<file path="src/rtl/jtgng_rom_arb.sv">
// Four-client ROM arbiter in front of a single SDRAM read port.
// Fixed priority main > char > scr > obj; scroll data is assembled from two reads.
module jtgng_rom_arb #(
    parameter logic [21:0] MAIN_OFFSET = 22'h00_0000,
    parameter logic [21:0] CHAR_OFFSET = 22'h0A_0000,
    parameter logic [21:0] SCR_OFFSET  = 22'h0A_8000,
    parameter logic [21:0] SCR2_OFFSET = 22'h0B_8000,
    parameter logic [21:0] OBJ_OFFSET  = 22'h0C_0000
) (
    input  logic        clk,
    input  logic        rst_n,

    input  logic [16:0] main_addr_i,
    output logic [15:0] main_dout_o,
    output logic        main_ok_o,

    input  logic [12:0] char_addr_i,
    output logic [15:0] char_dout_o,
    output logic        char_ok_o,

    input  logic [14:0] scr_addr_i,
    output logic [23:0] scr_dout_o,
    output logic        scr_ok_o,

    input  logic [15:0] obj_addr_i,
    output logic [15:0] obj_dout_o,
    output logic        obj_ok_o,

    output logic        sdram_req_o,
    output logic [21:0] sdram_addr_o,
    input  logic        sdram_ack_i,
    input  logic        data_rdy_i,
    input  logic [15:0] data_read_i
);

    localparam int unsigned SD_AW   = 22;
    localparam int unsigned TAG_W   = 17;
    localparam int unsigned CHAR_AW = 13;
    localparam int unsigned SCR_AW  = 15;
    localparam int unsigned OBJ_AW  = 16;

    localparam logic [2:0] IDLE       = 3'd0;
    localparam logic [2:0] WAIT_ACK   = 3'd1;
    localparam logic [2:0] WAIT_DATA  = 3'd2;
    localparam logic [2:0] WAIT_ACK2  = 3'd3;
    localparam logic [2:0] WAIT_DATA2 = 3'd4;

    localparam logic [1:0] CL_MAIN = 2'd0;
    localparam logic [1:0] CL_CHAR = 2'd1;
    localparam logic [1:0] CL_SCR  = 2'd2;
    localparam logic [1:0] CL_OBJ  = 2'd3;

    logic [2:0]         state_q,    state_d;
    logic               req_q,      req_d;
    logic [SD_AW-1:0]   addr_q,     addr_d;
    logic [1:0]         win_q,      win_d;
    logic [TAG_W-1:0]   tag_q,      tag_d;
    logic [15:0]        scr_lo_q,   scr_lo_d;

    logic [15:0]        main_dout_q, main_dout_d;
    logic [15:0]        char_dout_q, char_dout_d;
    logic [23:0]        scr_dout_q,  scr_dout_d;
    logic [15:0]        obj_dout_q,  obj_dout_d;

    logic [TAG_W-1:0]   main_tag_q, main_tag_d;
    logic [CHAR_AW-1:0] char_tag_q, char_tag_d;
    logic [SCR_AW-1:0]  scr_tag_q,  scr_tag_d;
    logic [OBJ_AW-1:0]  obj_tag_q,  obj_tag_d;
    logic               main_vld_q, main_vld_d;
    logic               char_vld_q, char_vld_d;
    logic               scr_vld_q,  scr_vld_d;
    logic               obj_vld_q,  obj_vld_d;

    logic               main_pend, char_pend, scr_pend, obj_pend;
    logic [7:0]         scr_byte;

    // ok compares against the live address, so it drops as soon as the address moves
    assign main_ok_o = main_vld_q && (main_tag_q == main_addr_i);
    assign char_ok_o = char_vld_q && (char_tag_q == char_addr_i);
    assign scr_ok_o  = scr_vld_q  && (scr_tag_q  == scr_addr_i);
    assign obj_ok_o  = obj_vld_q  && (obj_tag_q  == obj_addr_i);

    assign main_pend = !main_ok_o;
    assign char_pend = !char_ok_o;
    assign scr_pend  = !scr_ok_o;
    assign obj_pend  = !obj_ok_o;

    assign scr_byte = tag_q[0] ? data_read_i[15:8] : data_read_i[7:0];

    assign main_dout_o  = main_dout_q;
    assign char_dout_o  = char_dout_q;
    assign scr_dout_o   = scr_dout_q;
    assign obj_dout_o   = obj_dout_q;
    assign sdram_req_o  = req_q;
    assign sdram_addr_o = addr_q;

    // Next-state and datapath update
    always_comb begin
        state_d     = state_q;
        req_d       = req_q;
        addr_d      = addr_q;
        win_d       = win_q;
        tag_d       = tag_q;
        scr_lo_d    = scr_lo_q;
        main_dout_d = main_dout_q;
        char_dout_d = char_dout_q;
        scr_dout_d  = scr_dout_q;
        obj_dout_d  = obj_dout_q;
        main_tag_d  = main_tag_q;
        char_tag_d  = char_tag_q;
        scr_tag_d   = scr_tag_q;
        obj_tag_d   = obj_tag_q;
        main_vld_d  = main_vld_q;
        char_vld_d  = char_vld_q;
        scr_vld_d   = scr_vld_q;
        obj_vld_d   = obj_vld_q;

        case (state_q)
            IDLE: begin
                if (main_pend) begin
                    win_d   = CL_MAIN;
                    tag_d   = main_addr_i;
                    addr_d  = MAIN_OFFSET + SD_AW'(main_addr_i);
                    req_d   = 1'b1;
                    state_d = WAIT_ACK;
                end else if (char_pend) begin
                    win_d   = CL_CHAR;
                    tag_d   = TAG_W'(char_addr_i);
                    addr_d  = CHAR_OFFSET + SD_AW'(char_addr_i);
                    req_d   = 1'b1;
                    state_d = WAIT_ACK;
                end else if (scr_pend) begin
                    win_d   = CL_SCR;
                    tag_d   = TAG_W'(scr_addr_i);
                    addr_d  = SCR_OFFSET + SD_AW'(scr_addr_i);
                    req_d   = 1'b1;
                    state_d = WAIT_ACK;
                end else if (obj_pend) begin
                    win_d   = CL_OBJ;
                    tag_d   = TAG_W'(obj_addr_i);
                    addr_d  = OBJ_OFFSET + SD_AW'(obj_addr_i);
                    req_d   = 1'b1;
                    state_d = WAIT_ACK;
                end
            end

            WAIT_ACK: begin
                if (sdram_ack_i) begin
                    req_d   = 1'b0;
                    state_d = WAIT_DATA;
                end
            end

            WAIT_DATA: begin
                if (data_rdy_i) begin
                    state_d = IDLE;
                    case (win_q)
                        CL_MAIN: begin
                            main_dout_d = data_read_i;
                            main_tag_d  = tag_q;
                            main_vld_d  = 1'b1;
                        end
                        CL_CHAR: begin
                            char_dout_d = data_read_i;
                            char_tag_d  = tag_q[CHAR_AW-1:0];
                            char_vld_d  = 1'b1;
                        end
                        CL_SCR: begin
                            // planes 0/1 staged; plane 2 lives in a byte-packed region
                            scr_lo_d = data_read_i;
                            addr_d   = SCR2_OFFSET + {8'd0, tag_q[14:1]};
                            req_d    = 1'b1;
                            state_d  = WAIT_ACK2;
                        end
                        default: begin
                            obj_dout_d = data_read_i;
                            obj_tag_d  = tag_q[OBJ_AW-1:0];
                            obj_vld_d  = 1'b1;
                        end
                    endcase
                end
            end

            WAIT_ACK2: begin
                if (sdram_ack_i) begin
                    req_d   = 1'b0;
                    state_d = WAIT_DATA2;
                end
            end

            WAIT_DATA2: begin
                if (data_rdy_i) begin
                    scr_dout_d = {scr_byte, scr_lo_q};
                    scr_tag_d  = tag_q[SCR_AW-1:0];
                    scr_vld_d  = 1'b1;
                    state_d    = IDLE;
                end
            end

            default: begin
                req_d   = 1'b0;
                state_d = IDLE;
            end
        endcase
    end

    // State and datapath registers
    always_ff @(posedge clk or negedge rst_n) begin
        if (!rst_n) begin
            state_q     <= IDLE;
            req_q       <= 1'b0;
            addr_q      <= '0;
            win_q       <= CL_MAIN;
            tag_q       <= '0;
            scr_lo_q    <= '0;
            main_dout_q <= '0;
            char_dout_q <= '0;
            scr_dout_q  <= '0;
            obj_dout_q  <= '0;
            main_tag_q  <= '0;
            char_tag_q  <= '0;
            scr_tag_q   <= '0;
            obj_tag_q   <= '0;
            main_vld_q  <= 1'b0;
            char_vld_q  <= 1'b0;
            scr_vld_q   <= 1'b0;
            obj_vld_q   <= 1'b0;
        end else begin
            state_q     <= state_d;
            req_q       <= req_d;
            addr_q      <= addr_d;
            win_q       <= win_d;
            tag_q       <= tag_d;
            scr_lo_q    <= scr_lo_d;
            main_dout_q <= main_dout_d;
            char_dout_q <= char_dout_d;
            scr_dout_q  <= scr_dout_d;
            obj_dout_q  <= obj_dout_d;
            main_tag_q  <= main_tag_d;
            char_tag_q  <= char_tag_d;
            scr_tag_q   <= scr_tag_d;
            obj_tag_q   <= obj_tag_d;
            main_vld_q  <= main_vld_d;
            char_vld_q  <= char_vld_d;
            scr_vld_q   <= scr_vld_d;
            obj_vld_q   <= obj_vld_d;
        end
    end

endmodule

</file>
<file path="config.mk">
export PLATFORM = sky130hd
export DESIGN_NAME = jtgng_rom_arb
export DESIGN_NICKNAME = d
export VERILOG_FILES = /design/src/rtl/jtgng_rom_arb.sv
export SDC_FILE = /design/constraint.sdc
export NUM_CORES = 1
export LEC_CHECK = 0
export BUFFER_PORTS_ARGS = -buffer_cell sky130_fd_sc_hd__buf_2
export CORE_UTILIZATION = 42
export DETAILED_ROUTE_END_ITERATION = 6
export GPL_TIMING_DRIVEN = 0
export PLACE_DENSITY = 0.64
export SYNTH_ARGS = -nofsm -noshare
export SYNTH_HDL_FRONTEND = slang
export SYNTH_SLANG_ARGS = --single-unit
</file>
<file path="constraint.sdc">
create_clock -name clk -period 3.36 [get_ports clk]
set_clock_uncertainty 0.1 [all_clocks]
set_input_delay 0.168 -clock clk [delete_from_list [all_inputs] [get_ports clk]]
set_output_delay 0.168 -clock clk [all_outputs]
set_load 0.005 [all_outputs]
</file>
==> results.cfg <==
[global_route]
grt-ovfl-total = 0
antenna_found_initial = 4
grt_max_degree = 122
grt_pass1_wl_mm = 38.9
grt_pass1_vias = 6597
grt_usage = 0.236

[cts]
post_cts.repair.setup_buffers = 0
clk_pin_slew_ns = 0.09
cts_buffers = 17
cts_root_buffer = clkbuf_16
tritoncts = done
clkLatencyLatePin_ns = 0.45
htreeDepth = 4
clockBufferDepth = 2
clock-sinks = 196

[floorplan]
num_rows = 53
start_util = 0.433
fp.dieW_um = 150
ios = 180
coreArea_um2 = 21200
die_y_um = 150
die_area_um2 = 22500

[cells_and_area]
fin_util = 0.536
multiInputGateArea_um2 = 4070
fillers = 1871
final_nets = 1045
syn_to_final_growth_pct = 23.6
regArea_um2 = 4900
final_cell_area_um2 = 11400
drive_gt1_frac = 0.414

[sta]
min_period_over_period = 0.950
max_clock_freq_mhz = 313
holdWs_ns = 0.0308
setup_viol = 0
period_needed_ns = 3.19
worst_pin_slew_ns = 0.972
slew_headroom = 0.346
final_max_slew_viol_count = 0
rsz0062_at_grt = no
hold_viol_final = 0

[setup_path]
crit_path_start_kind = register
critPathRequiredTime_ns = 3.60
critPathMaxFanout = 10
slowest_delay_ns = 0.80
path_cells = clkbuf_1, nor2_1, nand2_1, clkbuf_1, nor3_1, clkbuf_1, mux2_2
crit_top_cell = clkbuf_1
crit_arrival_ns = 3.43
path_class = register to register
worstSetupEndpointType = register
crit_slowest_cell = nor3_1

[synthesis]
syn_inst = 743
avgSynthCellArea_um2 = 12.4
synth_top_area_share = 0.533
postSynth.asyncResetShare = 1.00
synth_top_flop_cell = dfrtp_1
synth_cell_types = 46
yosys.area.top_type = dfrtp_1
synth_edf_count = 0
synth-seq-cells = 196
netlist_top_cells_area = dfrtp_1 53%, mux2_2 21%, xnor2_1 3.7%, mux2i_1 2.4%, xor2_1 2.2%
netlist_area_um2 = 9200
ys_seq_area_frac = 0.533
synth_warnings = 0

[power]
clock_power_share = 0.280
swShare = 0.348
vdd_drop_max_mv = 0.347
leakage_nw = 5.37
powerDensity_nw_per_um2 = 686
power.internal_mw = 5.08
seq_power_share = 0.439
power.switching_mw = 2.71
combPwrFrac = 0.281

[job]
cap_viol_max_count = 0

[placement]
placed_cell_area_um2 = 10500
port-buffer-count = 177
hpwl_mm = 18.6
finalWeightedCongestion = 0.884

[routing]
drt_wl_total_mm = 25.6
avgRoutedWirePerCell_um = 20.4
dr.pass1.iters = 5
ant_nets = 0
viasPerCell = 5.35
drc = 0
vias = 6724
drt_iter0_markers = 440

[hold_path]
hp-class = input pin to register

[outcome]
status = finished clean
-- worst paths after layout --
path,start,end,slack [ns],cells after the start
min in group asynchronous,rst_n,sdram_addr_o[7]$_DFFE_PN0P_,0.19,2
worst min-delay path,main_addr_i[14],tag_q[14]$_DFFE_PN0P_,0.03,4
worst max-delay path,state_q[0]$_DFFE_PN0P_,obj_dout_o[14]$_DFFE_PN0P_,0.17,7
max in group asynchronous,rst_n,scr_tag_q[2]$_DFFE_PN0P_,1.95,3
worst min register to register,char_vld_q$_DFFE_PN0P_,char_vld_q$_DFFE_PN0P_,0.37,1
worst max register to register,state_q[0]$_DFFE_PN0P_,obj_dout_o[14]$_DFFE_PN0P_,0.17,7
-- logic make-up (layout without fill, tap and decap cells) --
kind of cell	after synthesis	in the layout	share of synthesized area
xor gates and xnor gates	62	62	0.0590
muxes	195	195	0.236
DFF	196	196	0.533
AOI/OAI and AO/OA	84	84	0.0603
and+or+nand+nor	146	146	0.0842
other	1	6	0.000408
buffers and inverters	59	292	0.0267
-- synthesized netlist by cell type (2+ instances only) --
cell type	instances
dfrtp_1	196
mux2_2	171
nor2_1	46
xnor2_1	39
nand2_1	30
clkbuf_1	26
o211ai_1	26
xor2_1	23
mux2i_1	22
o21ai_0	20
inv_1	18
nor3_1	16
a211oi_1	14
nand4_1	13
a21oi_1	12
nor4_1	9
buf_1	6
nand3_1	5
or2_2	5
buf_2	4
a31oi_1	3
buf_4	3
nand2b_1	3
nand4b_1	3
a21oi_2	2
a22oi_1	2
a2bb2oi_1	2
and2_1	2
nor4_2	2
nor4_4	2
or3_1	2
or4_1	2
-- sequential cells by signal, summed over array words and instances (netlist names), 16 cells and up --
name,count
scr_dout_o,24
scr_lo_q,16
main_dout_o,16
char_dout_o,16
sdram_addr_o,20
obj_tag_q,16
obj_dout_o,16
main_tag_q,17
tag_q,17
-- power by group through the flow --
stage | clock (mW) | sequential, mW | combinational [mW]
CTS | 2.22 | 3.41 | 2.20
finish | 2.18 | 3.42 | 2.19
detailed placement | 0 | 3.45 | 2.15
global route | 2.30 | 3.50 | 2.39
floorplan | 0 | 3.34 | 1.36
global placement | 0 | 3.43 | 2.12
-- worst max-delay path, delay by kind of cell, from the launching register on --
| kind | cells | cell delay (ns) |
|---|---|---|
| muxes | 1 | 0.41 |
| DFF | 1 | 0.36 |
| buffers and inverters | 3 | 1.11 |
| and+or+nand+nor | 3 | 1.12 |
-- per-layer routing --
layer / GRT usage / vias to the layer above / routed length, um
met5: 0 / - / 0
met1: 0.321 / 3333 / 11300
met3: 0.0665 / 33 / 2040
met4: 0.0793 / 0 / 416
met2: 0.361 / 271 / 11800
li1: - / 3087 / -
-- layout by cell type, fill, tap and decap left out, types with 23 or more instances in the layout --
cell / count
mux2_2: 171
nand2_1: 30
xor2_1: 23
o211ai_1: 26
dlygate4sd3_1: 23
clkbuf_1: 26
dfrtp_1: 196
buf_2: 180
xnor2_1: 39
nor2_1: 46
-- per-stage QoR --
| stage | power, mW | setup WS [ns] | instances | setup TNS [ns] |
|---|---|---|---|---|
| 2_1_floorplan | 4.69 | 0.784 | 744 | 0 |
| 3_3_place_gp | 5.55 | -1.40 | 1196 | -269.10 |
| 3_5_place_dp | 5.60 | 0.00829 | 1197 | 0 |
| 4_1_cts | 7.82 | 0.0358 | 1252 | 0 |
| 5_1_grt | 8.20 | 0.000245 | 1255 | 0 |
| 6_report | 7.80 | 0.168 | 1256 | 0 |
-- repair_timing --
| action | in CTS | in global routing |
|---|---|---|
| endpoints found under the hold margin | 154 | 0 |
| hold buffers | 23 | 0 |
| gates resized for setup | 1 | 1 |
| setup endpoints to repair | 1 | 26 |
| pin swaps | 0 | 0 |
-- cell type report --
class                           count  area share
Tap cell                          275      0.0303
Inverter                           19     0.00627
Timing Repair Buffer              201       0.101
Clock inverter                     15      0.0193
Multi-Input combinational cell    489       0.358
Sequential cell                   196       0.431
Antenna cell                        4    0.000880
Buffer                             40      0.0153
Clock buffer                       17      0.0374
Power figures use the tool's default switching activity.
